## src/rtl/csa_seq_ctrl.sv

```systemverilog
// csa_seq_ctrl: WIDTH-bit add/subtract sequencer that reuses one 8-bit
// carry-skip slice adder, one slice per clock, LSB slice first.
module csa_seq_ctrl #(
    parameter int WIDTH = 32,
    localparam int NSLICE = WIDTH / 8
) (
    input  logic             clk,
    input  logic             rst_n,
    input  logic             in_valid,
    output logic             in_ready,
    input  logic [WIDTH-1:0] in_a,
    input  logic [WIDTH-1:0] in_b,
    input  logic             in_sub,
    input  logic             in_cin,
    output logic             out_valid,
    input  logic             out_ready,
    output logic [WIDTH-1:0] out_sum,
    output logic             out_cout,
    output logic             out_ovf,
    output logic             busy
);

    localparam int IDXW = (NSLICE > 1) ? $clog2(NSLICE) : 1;

    typedef enum logic [1:0] {
        S_IDLE,
        S_RUN,
        S_DONE
    } state_t;

    state_t           state_q;
    logic [WIDTH-1:0] opa_q;
    logic [WIDTH-1:0] opb_q;
    logic [WIDTH-1:0] sum_q;
    logic             carry_q;
    logic [IDXW-1:0]  idx_q;
    logic             cout_q;
    logic             ovf_q;

    logic [7:0]       sl_a;
    logic [7:0]       sl_b;
    logic [7:0]       sl_s_d;
    logic             sl_c_d;
    logic             ci;
    logic             c_mid;
    logic             p_lo;
    logic             p_hi;
    logic [1:0]       fa;
    logic             last;
    logic             ovf_d;

    // NAND-only full adder; returns {carry, sum}
    function automatic logic [1:0] nand_fa(input logic a, input logic b,
                                           input logic c);
        logic n1, n2, n3, x, n4, n5, n6;
        n1 = ~(a & b);
        n2 = ~(a & n1);
        n3 = ~(b & n1);
        x  = ~(n2 & n3);
        n4 = ~(x & c);
        n5 = ~(x & n4);
        n6 = ~(c & n4);
        return {~(n1 & n4), ~(n5 & n6)};
    endfunction

    assign sl_a = opa_q[{idx_q, 3'b000} +: 8];
    assign sl_b = opb_q[{idx_q, 3'b000} +: 8];
    assign last = (idx_q == IDXW'(NSLICE - 1));

    // Slice adder: two 4-bit ripple groups, each bypassed when fully propagating
    always_comb begin
        sl_s_d = '0;
        fa     = '0;
        p_lo   = &(sl_a[3:0] ^ sl_b[3:0]);
        p_hi   = &(sl_a[7:4] ^ sl_b[7:4]);
        ci     = carry_q;
        for (int i = 0; i < 4; i++) begin
            fa        = nand_fa(sl_a[i], sl_b[i], ci);
            sl_s_d[i] = fa[0];
            ci        = fa[1];
        end
        c_mid = p_lo ? carry_q : ci;
        ci    = c_mid;
        for (int i = 4; i < 8; i++) begin
            fa        = nand_fa(sl_a[i], sl_b[i], ci);
            sl_s_d[i] = fa[0];
            ci        = fa[1];
        end
        sl_c_d = p_hi ? c_mid : ci;
    end

    // Overflow judged on the stored (possibly inverted) B and the new MSB
    assign ovf_d = (opa_q[WIDTH-1] == opb_q[WIDTH-1]) &&
                   (sl_s_d[7] != opa_q[WIDTH-1]);

    // Sequencer FSM: capture, per-slice accumulate, hold result
    always_ff @(posedge clk or negedge rst_n) begin
        if (!rst_n) begin
            state_q <= S_IDLE;
            opa_q   <= '0;
            opb_q   <= '0;
            sum_q   <= '0;
            carry_q <= 1'b0;
            idx_q   <= '0;
            cout_q  <= 1'b0;
            ovf_q   <= 1'b0;
        end else begin
            case (state_q)
                S_IDLE: begin
                    if (in_valid) begin
                        opa_q   <= in_a;
                        opb_q   <= in_sub ? ~in_b : in_b;
                        carry_q <= in_sub | in_cin;
                        idx_q   <= '0;
                        sum_q   <= '0;
                        state_q <= S_RUN;
                    end
                end
                S_RUN: begin
                    sum_q[{idx_q, 3'b000} +: 8] <= sl_s_d;
                    carry_q <= sl_c_d;
                    if (last) begin
                        cout_q  <= sl_c_d;
                        ovf_q   <= ovf_d;
                        state_q <= S_DONE;
                    end else begin
                        idx_q <= idx_q + 1'b1;
                    end
                end
                S_DONE: begin
                    if (out_ready) begin
                        state_q <= S_IDLE;
                    end
                end
                default: state_q <= S_IDLE;
            endcase
        end
    end

    assign in_ready  = (state_q == S_IDLE);
    assign out_valid = (state_q == S_DONE);
    assign busy      = (state_q != S_IDLE);
    assign out_sum   = sum_q;
    assign out_cout  = cout_q;
    assign out_ovf   = ovf_q;

endmodule
```

## config.mk

```make
export PLATFORM = sky130hd
export DESIGN_NAME = csa_seq_ctrl
export DESIGN_NICKNAME = d
export VERILOG_FILES = /design/src/rtl/csa_seq_ctrl.sv
export SDC_FILE = /design/constraint.sdc
export NUM_CORES = 1
export LEC_CHECK = 0
export CORE_AREA = 3 3 101 103
export DETAILED_ROUTE_END_ITERATION = 8
export DIE_AREA = 0 0 104 106
export GPL_TIMING_DRIVEN = 0
export PLACE_DENSITY = 0.84
export SLEW_MARGIN = 25
export SYNTH_ARGS = -nofsm -noshare
export SYNTH_HDL_FRONTEND = slang
export SYNTH_SLANG_ARGS = --single-unit
```

## constraint.sdc

```tcl
create_clock -name clk -period 9.7 [get_ports clk]
set_clock_uncertainty 0.05 [all_clocks]
set_input_delay 1.455 -clock clk [delete_from_list [all_inputs] [get_ports clk]]
set_output_delay 1.455 -clock clk [all_outputs]
set_load 0.01 [all_outputs]
```

==> results by group <==
Power and ir drop
  • PD cells: 360.4 nW/um^2
  • Leak: 2.850 nW
  • Worst vdd ir: ~0.00024 V

Setup path
  • Critical Path Sink Type: register
  • Startpoint Class: register
  • Required @ worst endpoint: approximately 10000 ps
  • Reg2Reg Depth: 17
  • CP max FO: 10
  • Worst r2r src: idx_q[1]
  • Worst path max stage delay: 530 ps
  • Worst path buffer plus inverter count: 5
  • Slowest-stage cell, CP: fa_1
  • Worst R2R End: out_ovf
  • Crit-path cells: buf_2, buf_2, mux4_2, fa_1, inv_1, fa_1, fa_1, fa_1, mux2i_1, inv_1, fa_1, fa_1, fa_1, inv_1, fa_1, a21oi_1, o21ai_0
  • Worst setup endpoint: out_ovf
  • Critical path's most frequent cell: fa_1
  • Crit path max-delay family: adder cells
  • Crit path kind: register to register
  • Cell count along the critical path: 17
  • Reg2reg setup slack: 4400 ps
  • WP data arrival: ~5500 ps
  • Crit. Startpoint: idx_q[1]

Synth
  • EDFF count, synth: 0
  • Post-synthesis net count: 504
  • Top FF cell, synth: dfrtp_1
  • Avg Cell Area, Syn: approximately 12 um^2
  • Synth warnings: 0
  • Mapped Cells: 414
  • Mapped Area: slightly above 5000 um^2
  • Count leader, synth: dfrtp_1
  • Unique masters post-synth: 36
  • Post-synthesis sequential area ratio: 0.5023
  • Largest area contributor in the netlist: dfrtp_1
  • Post-synth top area share: 0.5023
  • Synth area leaders: dfrtp_1, mux2_4, mux4_2
  • Ys async rst share: 1.000
  • Synth Register Bits: 103
  • Most frequent cells after synthesis: dfrtp_1, nand2_1, nor2_1

Finish
  • Multi-input gate area: 2317 um^2
  • Storage cell area: between 2000 and 3000 um^2
  • Nets: 621
  • Layout cell share with drive strength beyond 1: 0.1735
  • Filler Cells Inserted: 677
  • Final instance area: 6576 um^2
  • Syn-to-layout area delta: 28.16%
  • Inserted Diodes: 0

Job
  • MaxCap Viol Count: 0

Clocking
  • Clock buffer count from CTS: 9
  • Clock latency on the worst-skew pair: 370 ps
  • Post-CTS setup buffer count: 0
  • CTS tree: yes
  • Clock Sinks: 103
  • CTS resizes: 0
  • Hold-fix buffers, CTS: 0
  • Clk buf depth: 2
  • CTS Root Cell: clkbuf_8
  • CTS clk-pin slew, worst paths: 100 ps
  • H-tree depth: 3

Placement
  • GPL Wtd Cong: 0.8392
  • PortBufs: 105
  • Post-Place Cell Area: 6372 um^2
  • Post-DP HPWL: 8925 um

STA
  • Slew Limit Headroom: 0.7280
  • Worst hold slack: roughly 440 ps
  • Setup violations, final: 0
  • Final count of pins violating max slew: 0
  • Period utilisation layout: 0.5464
  • Slew @ Worst Pin: roughly 400 ps
  • Max frequency: 0.1887 GHz
  • Final Hold Vio Count: 0
  • Final setup TNS: 0 ps
  • RSZ-0062 raised after global routing: no
  • Post-route minimum period: 5300 ps

Die
  • IO Count: 107
  • Initial Util: 0.5527
  • Floorplan row count: 35
  • Core footprint: approximately 9300 um^2
  • Die Width: 104 um
  • Die footprint: 11,020 um^2
  • Die Ht: between 100 and 150 um

Detailed routing
  • Antenna-violating nets left: 0
  • DRT Pass-1 Iters: 4
  • Drt drc: 0
  • Vias/cell: about 5.4
  • Post-Route WL: ~12,000 um
  • WL per Instance: 17.50 um
  • Via count: 3,561
  • Initial DRC Count: 168

Min path
  • HP Class: register to register
  • Hold Path Stages: 2

Global route
  • Vias in the first global route: 3,693
  • Initial antenna violation count: 0
  • GR Overflow Total: 0
  • Largest net degree at the start of global routing: 73
  • Overall routing resource usage: 0.2159
  • Global-route wire length before repair: 18,780 um

Outcome
  • Status: finished clean
==> report_power, final <==
| group | switching (mW) | internal [mW] | leakage [nW] | total (mW) |
|---|---|---|---|---|
| Sequential | 0.123 | 0.627 | 1.26 | 0.750 |
| Clock | 0.154 | 0.128 | 0.0966 | 0.282 |
| Combinational | 0.690 | 0.649 | 1.50 | 1.34 |
==> flip-flops by register name (all words and copies together) (netlist names) <==
register / count
opa_q: 32
state_q: 2
out_sum: 32
idx_q: 2
out_cout: 1
carry_q: 1
opb_q: 32
out_ovf: 1
==> layout make-up <==
cell class	instances	share of cell area
Clock inverter	5	0.009513
Clock buffer	11	0.02150
Sequential cell	103	0.3919
Inverter	20	0.01142
Multi-Input combinational cell	270	0.3524
Timing Repair Buffer	106	0.1642
Tap cell	129	0.02454
Buffer	21	0.02454
==> cells by family after synthesis <==
group / synth area share
AND/OR/NAND/NOR: 0.07583
adder cells (fa/ha/maj): 0.06047
AO/OA/AOI/OAI: 0.09290
multiplexers: 0.1678
buffers and inverters: 0.04608
XOR/XNOR: 0.05462
flip-flops: 0.5023
==> worst min path at each step <==
stage / startpoint / endpoint / slack, ps
final: out_sum[22] / out_sum[22] / 440
after floorplan: opa_q[16] / opa_q[16] / 430
after CTS: out_sum[22] / out_sum[22] / 450
after global placement: out_sum[2] / out_sum[2] / 410
after global routing: out_sum[2] / out_sum[2] / 470
after detailed placement: out_sum[22] / out_sum[22] / 420
==> cells in the final DEF (no fill, tap or decap), drive strengths merged <==
master and n:
nor3b 1, a22o 11, fa 8, buf 22, and2 2, and3 2, dfrtp 103, clkinvlp 2
nand2b 3, nand3b 1, xnor2 32, mux4 16, nor4 1, o21ai 28, bufinv 1, a21o 4
nand2 36, nand4 2, a21oi 34, nor3 1, mux2i 2, o211ai 1, clkdlybuf4s50 104, clkbuf 12
mux2 32, nor2 36, or4 1, ha 12, inv 22, nand3 2, o21bai 1, o311a 1
==> worst min-delay path, delay by kind of cell, from the launching register on <==
family	cells	cell delay (ps)
AO/OA/AOI/OAI	1	60
AND/OR/NAND/NOR	1	50
flip-flops	1	350
==> layer usage <==
layer / vias to the layer above / share of wire / track usage
met5: - / 0 / 0
met4: 0 / 0.015 / 0.06648
met3: 17 / 0.054 / 0.03400
met2: 122 / 0.51 / 0.3700
met1: 1770 / 0.42 / 0.2856
li1: 1652 / - / -
==> through the flow <==
step                setup slack [ps]  power [mW]  utilization  instances
floorplan                       5119       1.617            -        414
global placement                3552       2.023       0.6833        648
detailed placement              4441       2.091       0.6864        649
CTS                             4404       2.373       0.7084        665
global route                    4204       2.542       0.7084        665
finish                          4400       2.370       0.7084        665
No activity file was read; power rests on OpenSTA's default activity.
